<file path="src/rtl/alu_share_arb.sv">
// alu_share_arb: two requesters share one ALU via round-robin (ALU_ARB_FIXED_PRIO_EN selects fixed req0 priority)
module alu_share_arb #(
  parameter int DATA_W = 32,
  parameter int CTRL_W = 4
) (
  input  logic              clk_i,
  input  logic              rst_i,
  input  logic              req0_valid_i,
  output logic              req0_ready_o,
  input  logic [CTRL_W-1:0] req0_ctrl_i,
  input  logic [DATA_W-1:0] req0_src1_i,
  input  logic [DATA_W-1:0] req0_src2_i,
  output logic              rsp0_valid_o,
  input  logic              rsp0_ready_i,
  output logic [DATA_W-1:0] rsp0_result_o,
  output logic              rsp0_zero_o,
  input  logic              req1_valid_i,
  output logic              req1_ready_o,
  input  logic [CTRL_W-1:0] req1_ctrl_i,
  input  logic [DATA_W-1:0] req1_src1_i,
  input  logic [DATA_W-1:0] req1_src2_i,
  output logic              rsp1_valid_o,
  input  logic              rsp1_ready_i,
  output logic [DATA_W-1:0] rsp1_result_o,
  output logic              rsp1_zero_o,
  output logic [DATA_W-1:0] alu_src1_o,
  output logic [DATA_W-1:0] alu_src2_o,
  output logic [CTRL_W-1:0] alu_ctrl_o,
  input  logic [DATA_W-1:0] alu_result_i,
  input  logic              alu_zero_i,
  output logic              busy_o
);
  logic              issue_vld_q, issue_id_q;
  logic [CTRL_W-1:0] issue_ctrl_q;
  logic [DATA_W-1:0] issue_src1_q, issue_src2_q;
  logic              rsp0_valid_q, rsp0_zero_q, rsp1_valid_q, rsp1_zero_q;
  logic [DATA_W-1:0] rsp0_result_q, rsp1_result_q;
  logic              elig0, elig1, g0, g1;
`ifndef ALU_ARB_FIXED_PRIO_EN
  logic              last_grant_q;
`endif
  // a same-cycle ack frees the requester's slot
  always_comb begin
    elig0 = req0_valid_i & ~((issue_vld_q & ~issue_id_q) | (rsp0_valid_q & ~rsp0_ready_i));
    elig1 = req1_valid_i & ~((issue_vld_q & issue_id_q) | (rsp1_valid_q & ~rsp1_ready_i));
`ifdef ALU_ARB_FIXED_PRIO_EN
    g0 = elig0 & ~rst_i;
`else
    g0 = elig0 & (~elig1 | last_grant_q) & ~rst_i;
`endif
    g1 = elig1 & ~g0 & ~rst_i;
  end
  always_ff @(posedge clk_i or posedge rst_i)
    if (rst_i) begin
      issue_vld_q   <= 1'b0;
      issue_id_q    <= 1'b0;
      issue_ctrl_q  <= '0;
      issue_src1_q  <= '0;
      issue_src2_q  <= '0;
      rsp0_valid_q  <= 1'b0;
      rsp0_result_q <= '0;
      rsp0_zero_q   <= 1'b0;
      rsp1_valid_q  <= 1'b0;
      rsp1_result_q <= '0;
      rsp1_zero_q   <= 1'b0;
    end else begin
      issue_vld_q <= g0 | g1;
      if (g0 | g1) begin
        issue_id_q   <= g1;
        issue_ctrl_q <= g1 ? req1_ctrl_i : req0_ctrl_i;
        issue_src1_q <= g1 ? req1_src1_i : req0_src1_i;
        issue_src2_q <= g1 ? req1_src2_i : req0_src2_i;
      end
      if (issue_vld_q & ~issue_id_q) begin
        rsp0_valid_q  <= 1'b1;
        rsp0_result_q <= alu_result_i;
        rsp0_zero_q   <= alu_zero_i;
      end else if (rsp0_ready_i) rsp0_valid_q <= 1'b0;
      if (issue_vld_q & issue_id_q) begin
        rsp1_valid_q  <= 1'b1;
        rsp1_result_q <= alu_result_i;
        rsp1_zero_q   <= alu_zero_i;
      end else if (rsp1_ready_i) rsp1_valid_q <= 1'b0;
    end
`ifndef ALU_ARB_FIXED_PRIO_EN
  always_ff @(posedge clk_i or posedge rst_i)
    if (rst_i) last_grant_q <= 1'b1;
    else if (g0 | g1) last_grant_q <= g1;
`endif
  assign req0_ready_o  = g0;
  assign req1_ready_o  = g1;
  assign rsp0_valid_o  = rsp0_valid_q;
  assign rsp0_result_o = rsp0_result_q;
  assign rsp0_zero_o   = rsp0_zero_q;
  assign rsp1_valid_o  = rsp1_valid_q;
  assign rsp1_result_o = rsp1_result_q;
  assign rsp1_zero_o   = rsp1_zero_q;
  assign alu_ctrl_o    = issue_vld_q ? issue_ctrl_q : '0;
  assign alu_src1_o    = issue_vld_q ? issue_src1_q : '0;
  assign alu_src2_o    = issue_vld_q ? issue_src2_q : '0;
  assign busy_o        = issue_vld_q | rsp0_valid_q | rsp1_valid_q;
endmodule

</file>
<file path="config.mk">
export PLATFORM = sky130hd
export DESIGN_NAME = alu_share_arb
export DESIGN_NICKNAME = d
export VERILOG_FILES = /design/src/rtl/alu_share_arb.sv
export SDC_FILE = /design/constraint.sdc
export NUM_CORES = 1
export LEC_CHECK = 0
export ABC_AREA = 1
export BUFFER_PORTS_ARGS = -buffer_cell sky130_fd_sc_hd__buf_4
export CAP_MARGIN = 20
export CORE_MARGIN = 2
export CORE_UTILIZATION = 43
export CTS_CLUSTER_SIZE = 14
export DETAILED_ROUTE_END_ITERATION = 8
export PLACE_DENSITY = 0.79
export SYNTH_ARGS = -nofsm -noshare
export SYNTH_HDL_FRONTEND = slang
export SYNTH_SLANG_ARGS = --single-unit
export TNS_END_PERCENT = 20
</file>
<file path="constraint.sdc">
create_clock -name clk_i -period 4.9 [get_ports clk_i]
set_clock_uncertainty 0.1 [all_clocks]
set_input_delay 0.49 -clock clk_i [delete_from_list [all_inputs] [get_ports clk_i]]
set_output_delay 0.49 -clock clk_i [all_outputs]
set_load 0.01 [all_outputs]
</file>
Word-level counts from Yosys, hierarchy flattened
Cells that the tools add are included.

Output and inout bits: 139. Logic and storage cells: 48. Flip-flop bits (word level): 139. Input bits: 175.

Mux-type cells: 10. Reductions and logical operators: 2. Bitwise logic cells: 24.

Operator list (number): $mux 32 (4); $and 1x1->1 (10); $mux 4 (2); $not 1->1 (8); $or 1x1->1 (6); $mux 1 (4); $reduce_bool 2->1 (2).

Depth between registers and ports, before layout
Word-level depth: 13. Gate-level depth with buffers: 10. Gate-level depth less buffers: 9.

Worst setup path before layout
No wires, ideal clock.

Path kind: input to output. From: in rst_i. To: out req1_ready_o. Arrival time: 3270 ps. Path buffers: 1. Setup slack: 1040 ps. Cell stages on the path: 7. Required time: 4310 ps. Cells stage by stage: inv_2 nand2_1 nor2_8 nand2_4 clkinv_2 buf_2 nor2_1.

Cells in the longest elaborated chain, start to end: 5.

Ends and longest elaborated chain: start, declared (line 7) `input logic rst_i,`; $not 1->1 (line 49) `g0 = elig0 & (~elig1 | last_grant_q) & ~rst_i;`; $and 1x1->1 (line 49); via req0_ready_o (line 9) `output logic req0_ready_o,`; $not 1->1 (line 51) `g1 = elig1 & ~g0 & ~rst_i;`; $and 1x1->1 (2 in series) (line 51); end, declared (line 18) `output logic req1_ready_o,`.

The timed path passes the listed nets, and every way through them passes these cells.

Worst setup path after layout
From: reg issue_vld_q. To: out req1_ready_o.

Cells in the longest elaborated chain, start to end: 11. Elaborated cells on any way between the ends: 15. Those cells by class: bitwise (15).

Ends and longest elaborated chain: start, declared (line 33) `logic issue_vld_q, issue_id_q;`; start signal, assigned (line 67) `issue_vld_q <= g0 | g1;`; $and 1x1->1 (line 45) `elig1 = req1_valid_i & ~((issue_vld_q & issue_id_q) | (rsp1_valid_q & ~rsp1_ready_i));`; $or 1x1->1 (line 45); $not 1->1 (line 45); $and 1x1->1 (line 45); $not 1->1 (line 49); $or 1x1->1 (line 49); $and 1x1->1 (2 in series) (line 49); $not 1->1 (line 51); $and 1x1->1 (*) (2 in series) (line 51).

Mark *: on every way between the ends. The rest lies on a longest branch, timed or not.

==> impl_metrics.ini <==
[layout]
areaGrowthSynthToFinish_pct = 44.2
fillers = 1323
multi_input_area_sq_mm = 0.00234
utilization_pct = 63.1
n_antenna_cell = 0
drive_gt1_share_pct = 32.6
final_common_cell = buf_4
mostFrequentLayoutCells = 320 x buf_4, 221 x nand2_1, 189 x nand3_1, 137 x dfrtp_1, 120 x inv_1
seqCellArea_sq_mm = 0.00348
fin_nets = 1282

[outcome]
status = finished, final reports clean

[die]
die_width_microns = 128
num_rows = 45
start_util_pct = 43.8
core-area_sq_mm = 0.0151
die_area_sq_mm = 0.0164
ioPinCount = 314
die_y_microns = 128

[synthesis]
yosys_warnings = 0
synth_nets = 1000
avgSynthCellArea_sq_um = 8.03
synth_top_cell_area_share_pct = 52.1
yosysSeqAreaShare_pct = 52.5
syn_area_sq_mm = 0.00663
synthCells = 825
synth.distinct_cells = 22
ys_ff_latch = 139
synthTopCellsByArea = dfrtp_1 52%, nand3_1 14%, nand2_1 13%, inv_1 6.8%, o21ai_0 3.3%
yosys.area.top_type = dfrtp_1

[timing]
tightest_slew_ns = 0.939
slew_headroom_pct = 37.4
fin_crit_ns = 4.14
fin_crit_sh_pct = 84.4
slew_violations = 0
fin_setup_tns_ns = 0
setup_viol = 0
hold_viol = 0
max_freq_mhz = 242
rsz0062_at_grt = no

[setup_path]
rrSetupSlack_ns = 1.60
worstSetupPathType = register to output port
reg2reg_to = issue_src2_q[3]
cp.arrival_ns = 3.55
critPathCaptureType = output port
rr_worst_depth = 10
worstReg2RegStart = issue_vld_q
crit_required_ns = 4.31
critPathMaxFanout = 70
startpoint_type = register

[route]
wl_per_cell_microns = 15.3
postRouteAntennaNets = 0
drc = 0
drtIter0Drc = 507
viasPerCell = 4.98
num_vias = 6507
drt_pass1_iterations = 5
wl_mm = 20.0

[power_and_ir_drop]
ir_drop_mv = 0.265
power_per_cell_area_mw_per_mm2 = 581
sw_frac_of_total_pct = 35.6
power_frac_clock_pct = 24.1
power.leakage_uw = 0.00551
p_sw_uw = 1980
sequentialPowerShare_pct = 36.4
comb_power_share_pct = 39.5
p_int_uw = 3570

[grt]
grt_max_degree = 97
grt_overflow = 0
grt_usage_pct = 24.4
grt_pass1_vias = 6177
grt_pass1_wl_mm = 31.3
antenna_found_initial = 0

[min_path]
hold-path-endpoint = issue_src2_q[23]
hold_depth = 3
hp-start = req0_src2_i[23]
holdCritPathClass = primary input to register

[cts]
cts_hold_buffers = 0
clock_sink_count = 139
cts_max_level = 4
insertion_delay_ns = 0.40
ctsResizeCount = 0
clk_pin_slew_ns = 0.06
post_cts_buffers = 0
cts_tree = built
clk_path_buf_depth = 2
cts-root-buf = clkbuf_16
cts_buffers = 17

[placed_design]
port_buffers = 313
hpwl_mm = 14.0
gp_congestion = 0.888

[run]
maxCapViolCount = 0
cells by family after synthesis:
group,Yosys count,synth area share [%]
AOI/OAI and AO/OA,68,5.14
DFF,139,52.5
buffers and inverters,183,12.1
and+or+nand+nor,435,30.2
per-stage QoR:
stage          instance area [sq um]  worst slack [ns]  std cells  hold WS, ns  total power [uW]
2_1_floorplan                   6630              1.04        825        0.349              3210
3_3_place_gp                    8940              1.20       1276        0.363              4180
3_5_place_dp                    8940              1.19       1276        0.367              4240
4_1_cts                         9550             0.733       1306        0.176              5600
5_1_grt                         9550             0.480       1306        0.177              5950
6_report                        9550             0.763       1306        0.194              5550
state kept, by name, indices dropped and copies added (netlist names):
signal,cells
issue_id_q,1
rsp0_zero_o,1
rsp0_result_o,32
issue_ctrl_q,4
rsp1_result_o,32
issue_vld_q,1
rsp1_valid_o,1
issue_src2_q,32
rsp0_valid_o,1
rsp1_zero_o,1
last_grant_q,1
issue_src1_q,32
cells in the mapped netlist:
cell type    n
buf_1        9
buf_2       26
inv_2        5
nand4_2      1
inv_1      120
nand4_4      1
nand2_2      1
dfrtp_1    138
nand3b_1    15
o21ai_1     24
nand2_4      4
buf_6        8
nand2_1    221
nand3_1    189
o21ai_0     44
or3_1        1
nor2_8       1
clkinv_2     1
dfstp_2      1
clkbuf_1     8
nor2_1       1
buf_4        6
critical path, stage by stage (launching register included):
cell and delay [ns]:
dfrtp_2 0.38, buf_4 0.59, nand2_2 0.08, buf_4 0.34, nand2_4 0.17, nor2_8 0.08, nand2_4 0.29, clkinv_2 0.70
nor2_1 0.28, buf_4 0.16
routing by layer:
metal  GRT usage (%)  up-vias  routed length, microns
met1            31.4     3049                    8250
met3            5.38       40                    1170
li1                -     3160                       -
met5               0        -                       0
met2            39.9      258                    9880
met4            10.7        0                     714
power groups by stage:
stage | logic [uW] | registers, uW | clock network, uW
5_1_grt | 2430 | 2100 | 1410
2_1_floorplan | 1090 | 2110 | 0
3_5_place_dp | 2210 | 2030 | 0
3_3_place_gp | 2160 | 2010 | 0
4_1_cts | 2220 | 2020 | 1370
6_report | 2190 | 2020 | 1340
worst max path at each step:
stage / depth (start not counted) / to / start / slack (ns)
6_report: 9 / req1_ready_o / issue_vld_q / 0.76
5_1_grt: 9 / req1_ready_o / issue_vld_q / 0.48
4_1_cts: 9 / req1_ready_o / issue_vld_q / 0.73
3_5_place_dp: 9 / req1_ready_o / issue_vld_q / 1.19
3_3_place_gp: 9 / req1_ready_o / issue_vld_q / 1.20
2_1_floorplan: 7 / req1_ready_o / rst_i / 1.04
final cells by class:
type / instances / area share, %
Tap cell: 188 / 2.46
Clock buffer: 19 / 4.64
Sequential cell: 139 / 36.4
Timing Repair Buffer: 320 / 25.1
Multi-Input combinational cell: 503 / 24.5
Inverter: 126 / 5.02
Clock inverter: 11 / 1.78
Power figures use the tool's default switching activity.
